--- src/rtl/mem_req_pkg.sv ---
// Shared memory-request types: command encodings and the {cmd, addr, dta} entry
// passed from the video clients through mem_req_fifo to mem_shim.
package mem_req_pkg;

    localparam int unsigned MEM_CMD_W  = 2;
    localparam int unsigned MEM_ADDR_W = 22;
    localparam int unsigned MEM_DATA_W = 64;

    localparam logic [MEM_CMD_W-1:0] CMD_NOOP    = 2'd0;
    localparam logic [MEM_CMD_W-1:0] CMD_REFRESH = 2'd1;
    localparam logic [MEM_CMD_W-1:0] CMD_READ    = 2'd2;
    localparam logic [MEM_CMD_W-1:0] CMD_WRITE   = 2'd3;

    typedef struct packed {
        logic [MEM_CMD_W-1:0]  cmd;
        logic [MEM_ADDR_W-1:0] addr;
        logic [MEM_DATA_W-1:0] dta;
    } mem_req_t;

    localparam int unsigned MEM_REQ_W = $bits(mem_req_t);

endpackage

--- src/rtl/mem_req_fifo_if.sv ---
// Push side (video clients) and pop side (mem_shim) of the memory request queue.
interface mem_req_fifo_if;
    import mem_req_pkg::*;

    logic [MEM_CMD_W-1:0]  mem_req_wr_cmd;
    logic [MEM_ADDR_W-1:0] mem_req_wr_addr;
    logic [MEM_DATA_W-1:0] mem_req_wr_dta;
    logic                  mem_req_wr_en;
    logic                  mem_req_wr_almost_full;
    logic                  mem_req_wr_full;

    logic                  mem_req_rd_en;
    logic [MEM_CMD_W-1:0]  mem_req_rd_cmd;
    logic [MEM_ADDR_W-1:0] mem_req_rd_addr;
    logic [MEM_DATA_W-1:0] mem_req_rd_dta;
    logic                  mem_req_rd_valid;

    // Requesting side: drives pushes and pops, observes flags and popped data.
    modport master (
        output mem_req_wr_cmd, mem_req_wr_addr, mem_req_wr_dta, mem_req_wr_en,
        input  mem_req_wr_almost_full, mem_req_wr_full,
        output mem_req_rd_en,
        input  mem_req_rd_cmd, mem_req_rd_addr, mem_req_rd_dta, mem_req_rd_valid
    );

    modport slave (
        input  mem_req_wr_cmd, mem_req_wr_addr, mem_req_wr_dta, mem_req_wr_en,
        output mem_req_wr_almost_full, mem_req_wr_full,
        input  mem_req_rd_en,
        output mem_req_rd_cmd, mem_req_rd_addr, mem_req_rd_dta, mem_req_rd_valid
    );

endinterface

--- src/rtl/mem_req_fifo_ram.sv ---
// Simple dual-port entry store: synchronous write, registered read address, so
// it fits a block RAM with an unregistered data output.
module mem_req_fifo_ram
    import mem_req_pkg::*;
#(
    parameter int unsigned AddrW = 4
) (
    input  logic             clk,
    input  logic             rst,
    input  logic             we_i,
    input  logic [AddrW-1:0] waddr_i,
    input  mem_req_t         wdata_i,
    input  logic [AddrW-1:0] raddr_i,
    output mem_req_t         rdata_o
);

    localparam int unsigned Depth = 1 << AddrW;

    mem_req_t         mem_q [Depth];
    logic [AddrW-1:0] raddr_q;

    always_ff @(posedge clk) begin
        if (we_i) begin
            mem_q[waddr_i] <= wdata_i;
        end
    end

    // Address register is reset so it tracks the read pointer from the first cycle.
    always_ff @(posedge clk or posedge rst) begin
        if (rst) begin
            raddr_q <= '0;
        end else begin
            raddr_q <= raddr_i;
        end
    end

    assign rdata_o = mem_q[raddr_q];

endmodule

--- src/rtl/mem_req_fifo.sv ---
// Memory request queue in front of mem_shim: pop-driven read port with a single
// output register, almost-full backpressure and a sticky overflow flag.
module mem_req_fifo
    import mem_req_pkg::*;
#(
    parameter int unsigned DEPTH_LOG2 = 4,
    parameter int unsigned AF_MARGIN  = 4
) (
    input  logic                clk,
    input  logic                rst,
    mem_req_fifo_if.slave       req,
    output logic [DEPTH_LOG2:0] fill_level,
    output logic                overflow
);

    localparam int unsigned CntW  = DEPTH_LOG2 + 1;
    localparam int unsigned Depth = 1 << DEPTH_LOG2;
    localparam logic [CntW-1:0] CountFull = CntW'(Depth);
    localparam logic [CntW-1:0] AfThresh  = CntW'(Depth - AF_MARGIN);

    logic [DEPTH_LOG2-1:0] wr_ptr_q, wr_ptr_d;
    logic [DEPTH_LOG2-1:0] rd_ptr_q, rd_ptr_d;
    logic [CntW-1:0]       count_q, count_d;
    logic                  overflow_q, overflow_d;
    logic                  rd_valid_q, rd_valid_d;
    mem_req_t              rd_entry_q, rd_entry_d;

    logic     full;
    logic     push;
    logic     pop;
    mem_req_t wr_entry;
    mem_req_t ram_rdata;

    assign full = (count_q == CountFull);

    assign wr_entry.cmd  = req.mem_req_wr_cmd;
    assign wr_entry.addr = req.mem_req_wr_addr;
    assign wr_entry.dta  = req.mem_req_wr_dta;

    always_comb begin
        push       = req.mem_req_wr_en && !full;
        pop        = req.mem_req_rd_en && (count_q != '0);
        wr_ptr_d   = wr_ptr_q;
        rd_ptr_d   = rd_ptr_q;
        count_d    = count_q;
        overflow_d = overflow_q;
        rd_valid_d = pop;
        rd_entry_d = rd_entry_q;

        if (push) begin
            wr_ptr_d = wr_ptr_q + 1'b1;
        end
        if (pop) begin
            rd_ptr_d   = rd_ptr_q + 1'b1;
            rd_entry_d = ram_rdata;
        end
        // A pop in the same cycle never frees room for a push refused on full.
        if (req.mem_req_wr_en && full) begin
            overflow_d = 1'b1;
        end
        count_d = count_q + CntW'(push) - CntW'(pop);
    end

    always_ff @(posedge clk or posedge rst) begin
        if (rst) begin
            wr_ptr_q   <= '0;
            rd_ptr_q   <= '0;
            count_q    <= '0;
            overflow_q <= 1'b0;
            rd_valid_q <= 1'b0;
            rd_entry_q <= '0;
        end else begin
            wr_ptr_q   <= wr_ptr_d;
            rd_ptr_q   <= rd_ptr_d;
            count_q    <= count_d;
            overflow_q <= overflow_d;
            rd_valid_q <= rd_valid_d;
            rd_entry_q <= rd_entry_d;
        end
    end

    // Read address looks one pointer ahead so the RAM already shows mem[rd_ptr_q].
    mem_req_fifo_ram #(
        .AddrW (DEPTH_LOG2)
    ) u_ram (
        .clk     (clk),
        .rst     (rst),
        .we_i    (push),
        .waddr_i (wr_ptr_q),
        .wdata_i (wr_entry),
        .raddr_i (rd_ptr_d),
        .rdata_o (ram_rdata)
    );

    assign req.mem_req_wr_full        = full;
    assign req.mem_req_wr_almost_full = (count_q >= AfThresh);
    assign req.mem_req_rd_valid       = rd_valid_q;
    assign req.mem_req_rd_cmd         = rd_entry_q.cmd;
    assign req.mem_req_rd_addr        = rd_entry_q.addr;
    assign req.mem_req_rd_dta         = rd_entry_q.dta;
    assign fill_level                 = count_q;
    assign overflow                   = overflow_q;

endmodule

--- src/flat_wrapper.sv ---
// flat-port wrapper written by rule: the top's interface ports become plain ports
module mem_req_fifo_flat import mem_req_pkg::*;
#(
    parameter int unsigned DEPTH_LOG2 = 4,
    parameter int unsigned AF_MARGIN  = 4
)
  (clk, rst, fill_level, overflow, req_mem_req_wr_cmd, req_mem_req_wr_addr, req_mem_req_wr_dta, req_mem_req_wr_en, req_mem_req_wr_almost_full, req_mem_req_wr_full, req_mem_req_rd_en, req_mem_req_rd_cmd, req_mem_req_rd_addr, req_mem_req_rd_dta, req_mem_req_rd_valid);
  mem_req_fifo_if req_i ();
  input  logic clk;
  input  logic rst;
  output logic [DEPTH_LOG2:0] fill_level;
  output logic overflow;
  input wire logic [$bits(req_i.mem_req_wr_cmd)-1:0] req_mem_req_wr_cmd;
  input wire logic [$bits(req_i.mem_req_wr_addr)-1:0] req_mem_req_wr_addr;
  input wire logic [$bits(req_i.mem_req_wr_dta)-1:0] req_mem_req_wr_dta;
  input wire logic [$bits(req_i.mem_req_wr_en)-1:0] req_mem_req_wr_en;
  output wire logic [$bits(req_i.mem_req_wr_almost_full)-1:0] req_mem_req_wr_almost_full;
  output wire logic [$bits(req_i.mem_req_wr_full)-1:0] req_mem_req_wr_full;
  input wire logic [$bits(req_i.mem_req_rd_en)-1:0] req_mem_req_rd_en;
  output wire logic [$bits(req_i.mem_req_rd_cmd)-1:0] req_mem_req_rd_cmd;
  output wire logic [$bits(req_i.mem_req_rd_addr)-1:0] req_mem_req_rd_addr;
  output wire logic [$bits(req_i.mem_req_rd_dta)-1:0] req_mem_req_rd_dta;
  output wire logic [$bits(req_i.mem_req_rd_valid)-1:0] req_mem_req_rd_valid;
  assign req_i.mem_req_wr_cmd = req_mem_req_wr_cmd;
  assign req_i.mem_req_wr_addr = req_mem_req_wr_addr;
  assign req_i.mem_req_wr_dta = req_mem_req_wr_dta;
  assign req_i.mem_req_wr_en = req_mem_req_wr_en;
  assign req_mem_req_wr_almost_full = req_i.mem_req_wr_almost_full;
  assign req_mem_req_wr_full = req_i.mem_req_wr_full;
  assign req_i.mem_req_rd_en = req_mem_req_rd_en;
  assign req_mem_req_rd_cmd = req_i.mem_req_rd_cmd;
  assign req_mem_req_rd_addr = req_i.mem_req_rd_addr;
  assign req_mem_req_rd_dta = req_i.mem_req_rd_dta;
  assign req_mem_req_rd_valid = req_i.mem_req_rd_valid;
  mem_req_fifo #(.DEPTH_LOG2(DEPTH_LOG2), .AF_MARGIN(AF_MARGIN)) u_core (.clk(clk), .rst(rst), .req(req_i), .fill_level(fill_level), .overflow(overflow));
endmodule
--- config.mk ---
export PLATFORM = sky130hd
export DESIGN_NAME = mem_req_fifo_flat
export DESIGN_NICKNAME = d
export VERILOG_FILES = /design/src/rtl/mem_req_pkg.sv /design/src/rtl/mem_req_fifo_if.sv /design/src/rtl/mem_req_fifo_ram.sv /design/src/rtl/mem_req_fifo.sv /design/src/flat_wrapper.sv
export SDC_FILE = /design/constraint.sdc
export NUM_CORES = 2
export LEC_CHECK = 0
export ABC_CLOCK_PERIOD_IN_PS = 18300
export CORE_ASPECT_RATIO = 2
export CORE_MARGIN = 3
export CORE_UTILIZATION = 60
export CTS_CLUSTER_SIZE = 16
export DETAILED_ROUTE_END_ITERATION = 6
export PLACE_DENSITY = 0.88
export SYNTH_ARGS = -nofsm -noshare
export SYNTH_HDL_FRONTEND = slang
export SYNTH_HIERARCHICAL = 1
export SYNTH_SLANG_ARGS = --single-unit
--- constraint.sdc ---
create_clock -name clk -period 18.3 [get_ports clk]
set_input_delay 1.83 -clock clk [delete_from_list [all_inputs] [get_ports clk]]
set_output_delay 1.83 -clock clk [all_outputs]
set_load 0.02 [all_outputs]
# Yosys cells after proc, flatten, opt, wreduce, memory -nomap -nowiden
# Memory sizes are Yosys's and may differ from the RTL's. A register that Yosys moved wholly into a read port is not among the register bits.
# Cells that the tools add are included.
op_classes:
  addsub: 4
  n_lt_le_gt_ge: 1
  eq_ne: 1
  mux: 2
  n_reduce_logical: 5
op_table:
  columns: ["operator", "count"]
  rows:
  - ["$add 4x1->4 const B", 2]
  - ["$add 5x1->5", 1]
  - ["$eq 5x5->1 const B", 1]
  - ["$ge 5x4->1 const B", 1]
  - ["$reduce_bool 5->1", 1]
  - ["$sub 5x1->5", 1]
  - ["$logic_and 1x1->1", 3]
  - ["$mux 1", 2]
  - ["$logic_not 1->1", 1]
totals:
  reg_bits: 15
  ramBits: 1408
  in_bits: 92
  out_inout_bits: 97
  wordCells: 19
  memories: 1
mem_list:
  columns: ["memory", "words", "word_bits", "rd", "rd_ports_with_merged_regs", "write_ports", "line", "rtl"]
  rows:
  - ["u_core.u_ram.mem_q", 16, 88, 1, 1, 1, "mem_req_fifo_ram.sv:19", "mem_req_t mem_q [Depth];"]

# Depth between registers and ports, before layout
depth:
  ltp_word: 5
  mapped_depth: 15
  ltp_nobuf: 13

# Cells and area by module
# Netlist, hierarchy kept.
modules_own_cells:
  columns: ["mod", "n_inst", "cells_per_inst", "area_per_inst_um2", "seq_area_each_um2"]
  rows:
  - ["mem_req_fifo_ram", 1, 2173, 52710.6, 42380.6]
  - ["mem_req_fifo", 1, 256, 4519.3, 2577.5]

# Worst setup path after synthesis
# OpenSTA, ideal clock, no wires.
synth_timing:
  path_kind: "input port to flip-flop"
  startpoint: "in req_mem_req_wr_en"
  endpoint: "mem u_core/u_ram/mem_q[0][0] (netlist name) (enable)"
  setup_ns: 0.642
  t_arrival_ns: 8.414
  required_ns: 17.658
  slack_ns: 9.244
  stages: 4
  path_buffers: 0
  path_cell_list: "nand2b_1 > inv_1 > or3b_1 > nor3_1"
synth_via:
  elab_chain_len: 3
synth_rtl:
  columns: ["item", "line", "rtl"]
  rows:
  - ["start: declaration", "flat_wrapper.sv:16", "input wire logic [$bits(req_i.mem_req_wr_en)-1:0] req_mem_req_wr_en;"]
  - ["$logic_and 1x1->1", "mem_req_fifo.sv:41", "push = req.mem_req_wr_en && !full;"]
  - ["net u_core.push", "mem_req_fifo.sv:29", "logic push;"]
  - ["$mux 1", "mem_req_fifo_ram.sv:23", "if (we_i) begin"]
  - ["$mux 1 (implied by the code)", "mem_req_fifo_ram.sv:24", "mem_q[waddr_i] <= wdata_i;"]
  - ["end: declaration", "mem_req_fifo_ram.sv:19", null]
# The timed path passes the listed nets, and every way through them passes these cells.

# Worst setup path after layout
layout_timing:
  startpoint: "in req_mem_req_wr_en"
  endpoint: "mem u_core/u_ram/mem_q[15][1] (netlist name) (enable)"
# The elaborated chain is that of the path after synthesis.

==> results.toml <==
[run_status]
status = "complete, no violations"

[layout]
areaGrowthSynthToFinish_pct = 12.1
drive_gt1_frac = 0.248
fin_nets = 2757
nFillCells = 5291
fin_area_um2 = 64200
layoutNonFillerInstCount = 3968

[power]
ir_worst_vdd_uv = 175
power.leakage_nw = 20.8
power_density_nw_per_um2 = 159

[sta]
clock_skew_ns = 0.0350
slew_viol_final = 0
fmax_ghz = 0.196
worst_slew_pin_slew_ns = 1.36
relSlewSlack = 0.0926
setup_viol = 0
tns_ns = 0
hold_viol = 0
rsz0062_at_grt = "no"
fin_crit_sh = 0.279
period_needed_ns = 5.11
timing.hold.ws_ns = 0.509

[worst_setup_path]
r2r_start = "u_core/u_ram/raddr_q[0]"
crit_type = "input pin to flip-flop"
endpoint_kind = "flip-flop"
start_kind = "input pin"
worstPathRequired_ns = 18.63
rrSetupSlack_ns = 13.44
crit_start = "req_mem_req_wr_en"
arrival_ns = 5.44
crit_fanout = 35

[floorplanning]
die_h_um = 443
start_util = 0.607
num_rows = 159
fp.coreArea_um2 = 94300
die_w_um = 224
top_level_ports = 189
die-area_um2 = 99400

[cts]
cts-hold-fix-buffers = 0
clk_latency_ns = 0.74
clock-root-buffer = "clkbuf_16"
cts_tree = "done"
cts-buffers-inserted = 117
post-cts-setup-buffers = 0
cts_num_sinks = 1515
path_clk_slew_ns = 0.07
clock_tree.buffer_depth = 3
cts_resized = 0
htreeDepth = 3

[global_route]
antenna_found_initial = 8
grt_first_pass_wirelength_um = 209000
grt_pass1_vias = 29900
use_met3 = 0.0534
grtUsageTotal = 0.292
use_met2 = 0.499
met1_usage = 0.356
grt_max_degree = 181
grt_busiest_layer = "met2"
globalRouteOverflowTotal = 0

[place]
gp_congestion = 0.763
port_buffers = 188
dp.cells = 3741
dpl_cell_area_um2 = 60300
dp_hpwl_um = 73400

[synthesis]
yosysUniqueCellTypes = 32
synth_nets = 2532
syn_inst = 2429
yosysSeqAreaShare = 0.786
synth.avg_cell_area_um2 = 23.6
yosys_warnings = 6
synth-seq-cells = 1515
syn_area_um2 = 57200

[routing]
wl_per_cell_um = 35.7
drtPass1Iterations = 5
postRouteWirelength_um = 142000
remaining_drc_errors = 0
postRouteAntennaNets = 0
drtIter0Drc = 3547
vias = 27700
vias_per_cell = 6.99

[min_path]
hp-class = "flip-flop to flip-flop"
hold_path.startpoint = "u_core/req.mem_req_rd_dta[2]"

[flow_run]
maxCapViolCount = 0
[path summary, 6_finish.rpt]
check | cells past startpoint | to
max | 7 | u_core/u_ram/mem_q[15][1]
min | 1 | u_core/req.mem_req_rd_dta[2]
max reg2reg | 6 | u_core/req.mem_req_rd_dta[22]
min reg2reg | 1 | u_core/req.mem_req_rd_dta[2]
max in group asynchronous | 3 | u_core/req.mem_req_rd_addr[1]
min in group asynchronous | 2 | u_core/u_ram/raddr_q[0]
[layer usage]
layer	share of wire	wire [µm]	vias to the layer above
met2	0.54	75800	2039
met3	0.086	12200	472
met4	0.055	7840	4
met1	0.32	45800	14500
li1	-	-	10700
met5	0.00019	27	-
[synthesized netlist by cell type]
cell type | count | area [µm²]
a21oi_1 | 3 | 15.0
or3b_1 | 1 | 8.76
nor2b_1 | 3 | 18.8
mux2_2 | 2 | 22.5
buf_2 | 29 | 145
and4bb_1 | 1 | 12.5
nand4_1 | 2 | 12.5
mux4_2 | 352 | 7930
nor2_1 | 18 | 67.6
buf_4 | 11 | 82.6
a22oi_1 | 176 | 1320
clkbuf_1 | 45 | 169
nand3_1 | 1 | 5.00
nand3b_1 | 2 | 15.0
inv_1 | 12 | 45.0
xor2_1 | 6 | 52.6
a21o_1 | 2 | 15.0
nand2_1 | 91 | 342
nand2b_1 | 6 | 37.5
fa_1 | 1 | 20.0
mux2_4 | 88 | 1320
buf_1 | 19 | 71.3
buf_6 | 13 | 146
nor3_1 | 4 | 20.0
ha_1 | 10 | 125
o21ai_0 | 1 | 5.00
and2_1 | 1 | 6.26
buf_12 | 10 | 200
xnor2_1 | 3 | 26.3
nor4b_2 | 1 | 15.0
dfrtp_1 | 107 | 2680
edfxtp_1 | 1408 | 42300
[flip-flops by register name, summed over array words and instances, names as in the netlist]
signal	flops
u_core/rd_ptr_q	4
u_core/overflow	1
u_core/fill_level	5
u_core/u_ram/raddr_q	4
u_core/req.mem_req_rd_dta	64
u_core/req.mem_req_rd_cmd	2
u_core/u_ram/mem_q	1408
u_core/wr_ptr_q	4
u_core/req.mem_req_rd_addr	22
u_core/req.mem_req_rd_valid	1
[critical path, cell delays in order]
cell             delay, ns
clkdlybuf4s50_1       0.57
nand2b_1              0.19
inv_1                 0.17
nand3_1               0.34
nor2_4                0.95
buf_4                 0.62
buf_4                 0.71
[final cells by class]
type	instances	area [µm²]	share of cell area
Inverter	12	50.0	0.000780
Antenna cell	6	15.0	0.000234
Timing Repair Buffer	233	2240	0.0348
Multi-Input combinational cell	775	11600	0.180
Sequential cell	1515	45000	0.701
Tap cell	1207	1510	0.0235
Clock inverter	47	457	0.00712
Clock buffer	173	3380	0.0526
[placed cells by master, fill, tap and decap left out, types with 11 or more instances in the layout]
master / Yosys / routed
nand2_1: 91 / 91
a22oi_1: 176 / 176
edfxtp_1: 1408 / 1408
clkbuf_8: 0 / 11
mux4_2: 352 / 352
clkinv_2: 0 / 21
clkdlybuf4s50_1: 0 / 188
mux2_4: 88 / 88
buf_4: 11 / 43
inv_1: 12 / 11
nor2_4: 0 / 13
clkbuf_1: 45 / 39
clkbuf_16: 0 / 123
dfrtp_1: 107 / 105
[power by group]
group | internal [mW] | switching, mW | leakage [nW]
combinational | 1.41 | 1.71 | 4.93
clock | 1.38 | 1.20 | 1.87
sequential | 4.27 | 0.267 | 14.0
[cells by family (layout without fill, tap and decap cells)]
group                      Yosys count  in the layout  synth area share
DFF                               1515           1515             0.786
adders and majority gates           11             11           0.00254
other                                0              6                 0
buffers and inverters              139            465            0.0150
AOI/OAI and AO/OA                  182            182            0.0237
muxes                              442            442             0.162
and+or+nand+nor                    131            131           0.00979
xor gates and xnor gates             9              9           0.00138
[through the flow]
step	utilization	setup WS (ns)	power [mW]
after floorplan	-	9.24	6.62
after global placement	0.640	12.50	7.44
after detailed placement	0.640	12.26	7.61
after CTS	0.680	12.96	10.3
after global routing	0.680	13.00	10.5
final	0.680	13.19	10.2
No activity file was read; power rests on OpenSTA's default activity.
==> RTL change: new RTL, config.mk and constraints unchanged <==
`MEM_DATA_W`: 64 -> 72.
--- a/src/rtl/mem_req_pkg.sv
+++ b/src/rtl/mem_req_pkg.sv
@@ -4,7 +4,7 @@
 
     localparam int unsigned MEM_CMD_W  = 2;
     localparam int unsigned MEM_ADDR_W = 22;
-    localparam int unsigned MEM_DATA_W = 64;
+    localparam int unsigned MEM_DATA_W = 72;
 
     localparam logic [MEM_CMD_W-1:0] CMD_NOOP    = 2'd0;
     localparam logic [MEM_CMD_W-1:0] CMD_REFRESH = 2'd1;
Ports: changed (resized req_mem_req_rd_dta and req_mem_req_wr_dta); port bits go from 189 to 205. No check against the original RTL was run, so the function may have changed too.
==> RTL change against the original RTL <==
  * Hold slack got worse by 0.045 ns
  * Largest cell class unchanged
  * Area after synthesis is 8.3% higher
  * Critical endpoint is now u_core/u_ram/mem_q[11][57]
  * Sequential share of layout area is 0.24 points higher
  * Worst setup slack got worse by 0.065 ns
  * Design area rose by 8.6%
  * Clock skew is 0.0057 ns lower
  * Sequential cell count up 136
  * Die area grew 8.1%
  * Via count up 9.1%
  * Total power grew 9.1%
  * Combinational power rose by 6.8%
  * Routed wire length increased by 10%
  * Critical path type unchanged
==> RTL change: results (changes against the original RTL) <==
global_routing:
  use_met3_pct: 6.70  # +1.4 points
  grt_pass1_wl_um: 228000  # +9.3%
  grt.met1_usage_pct: 37.5  # +1.8 points
  met2_usage_pct: 50.5  # +0.55 points
  grt.total_usage_pct: 29.9  # +0.69 points
  grt_max_degree: 107  # -41%
  antenna_found_initial: 8  # unchanged
  grt_pass1_vias: 32300  # +7.9%
place:
  dp.cells: 4093  # +9.4%
  io_buffers: 204  # +8.5%
  dpl-instance-area_sq_um: 65300  # +8.4%
  gp_congestion: 0.790  # +3.6%
  hpwl_um: 80800  # +10%
power_and_ir_drop:
  p_clk_share_pct: 26.1  # +0.9 points
  ir_drop_mv: 0.232  # +33%
  power.switching_w: 0.00349  # +9.9%
  pg_seq_w: 0.00493  # +8.6%
  intPower_w: 0.00767  # +8.7%
  leakagePower_nw: 22.3  # +7.3%
synth:
  muxShareOfSynthArea_pct: 15.8  # -0.40 points
  yosys.cell_types.count: 33  # +3.1%
  synth_edf_count: 1536  # +9.1%
  synth_compound_area_share_pct: 2.38  # +0.013 points
  netlist_top_cells_count: "1536 x edfxtp_1, 384 x mux4_2, 192 x a22oi_1"
  synth_xor_area_share_pct: 0.127  # -0.011 points
  seq_area_frac_synth_pct: 79.1  # +0.54 points
  synth_area_per_cell_sq_um: 23.4  # -0.47%
  postSynth.asyncResetShare_pct: 6.97  # -0.097 points
  synthesis.nets: 2753  # +8.7%
  yosys.area_share.adder_pct: 0.234  # -0.019 points
critical_path:
  r2r_setup_slack_ns: 13.40  # -0.04 ns
  slowest_delay_ns: 0.90  # -0.05 ns
  crit_arrival_ns: 5.55  # +0.11 ns
  crit_end: "u_core/u_ram/mem_q[11][57]"
  r2r_cells: 7  # +1
  rr_endpoint: "u_core/req.mem_req_rd_dta[26]"
  crit_fanout: 41  # +17%
drt:
  routed_via_density: 6.98  # -0.25%
  dr_wl_met3_um: 16400  # +34%
  topRoutingLayerUsed: "met5"
  wl_met2_um: 82600  # +8.9%
  drtPass1Iterations: 7  # +2
  wl_per_cell_um: 36.0  # +0.75%
  m1WireLength_um: 50000  # +9.3%
  drtIter0Drc: 4089  # +15%
run_status:
  status: "finished clean"
clocking:
  cts_buffers: 135  # +15%
  insertion_delay_ns: 0.76  # +0.02 ns
  clk_pin_slew_worst_paths_ns: 0.06
  clockBufferDepth: 3  # unchanged
cells_and_area:
  layout.cells.non_filler: 4341  # +9.4%
  final_net_count: 2997  # +8.7%
  n_fill_cell: 5709  # +7.9%
  drive_above_1_share_pct: 24.8  # -0.034 points
  largest_reg_flops: 1536  # +9.1%
sta:
  max_freq_mhz: 193  # -1.3%
  worstMarginPinSlew_ns: 1.39  # +0.0361 ns
  skew_ns: 0.0294  # -0.00565 ns
  holdWs_ns: 0.464  # -0.0452 ns
min_path:
  holdPathEnd: "u_core/u_ram/raddr_q[3]"
-- RTL change: cell types whose count changed after synthesis, moves of 2 or more --
cell,unedited run,this run
mux2_4,88,10
buf_1,19,28
a22oi_1,176,192
dfrtp_1,107,115
buf_12,10,1
clkbuf_1,45,47
nand2_1,91,99
buf_4,11,28
mux4_2,352,384
edfxtp_1,1408,1536
buf_6,13,20
buf_2,29,15
mux2_2,2,88
-- RTL change: area by class of cell --
class / instances / area (sq um) / share of cell area, %
Sequential cell: 1651 / 49000 / 70.3
Multi-Input combinational cell: 839 / 12200 / 17.5
Clock buffer: 178 / 3690 / 5.29
Timing Repair Buffer: 247 / 2380 / 3.41
Tap cell: 1344 / 1680 / 2.41
Clock inverter: 62 / 652 / 0.935
Inverter: 12 / 50.0 / 0.0718
Antenna cell: 8 / 20.0 / 0.0287
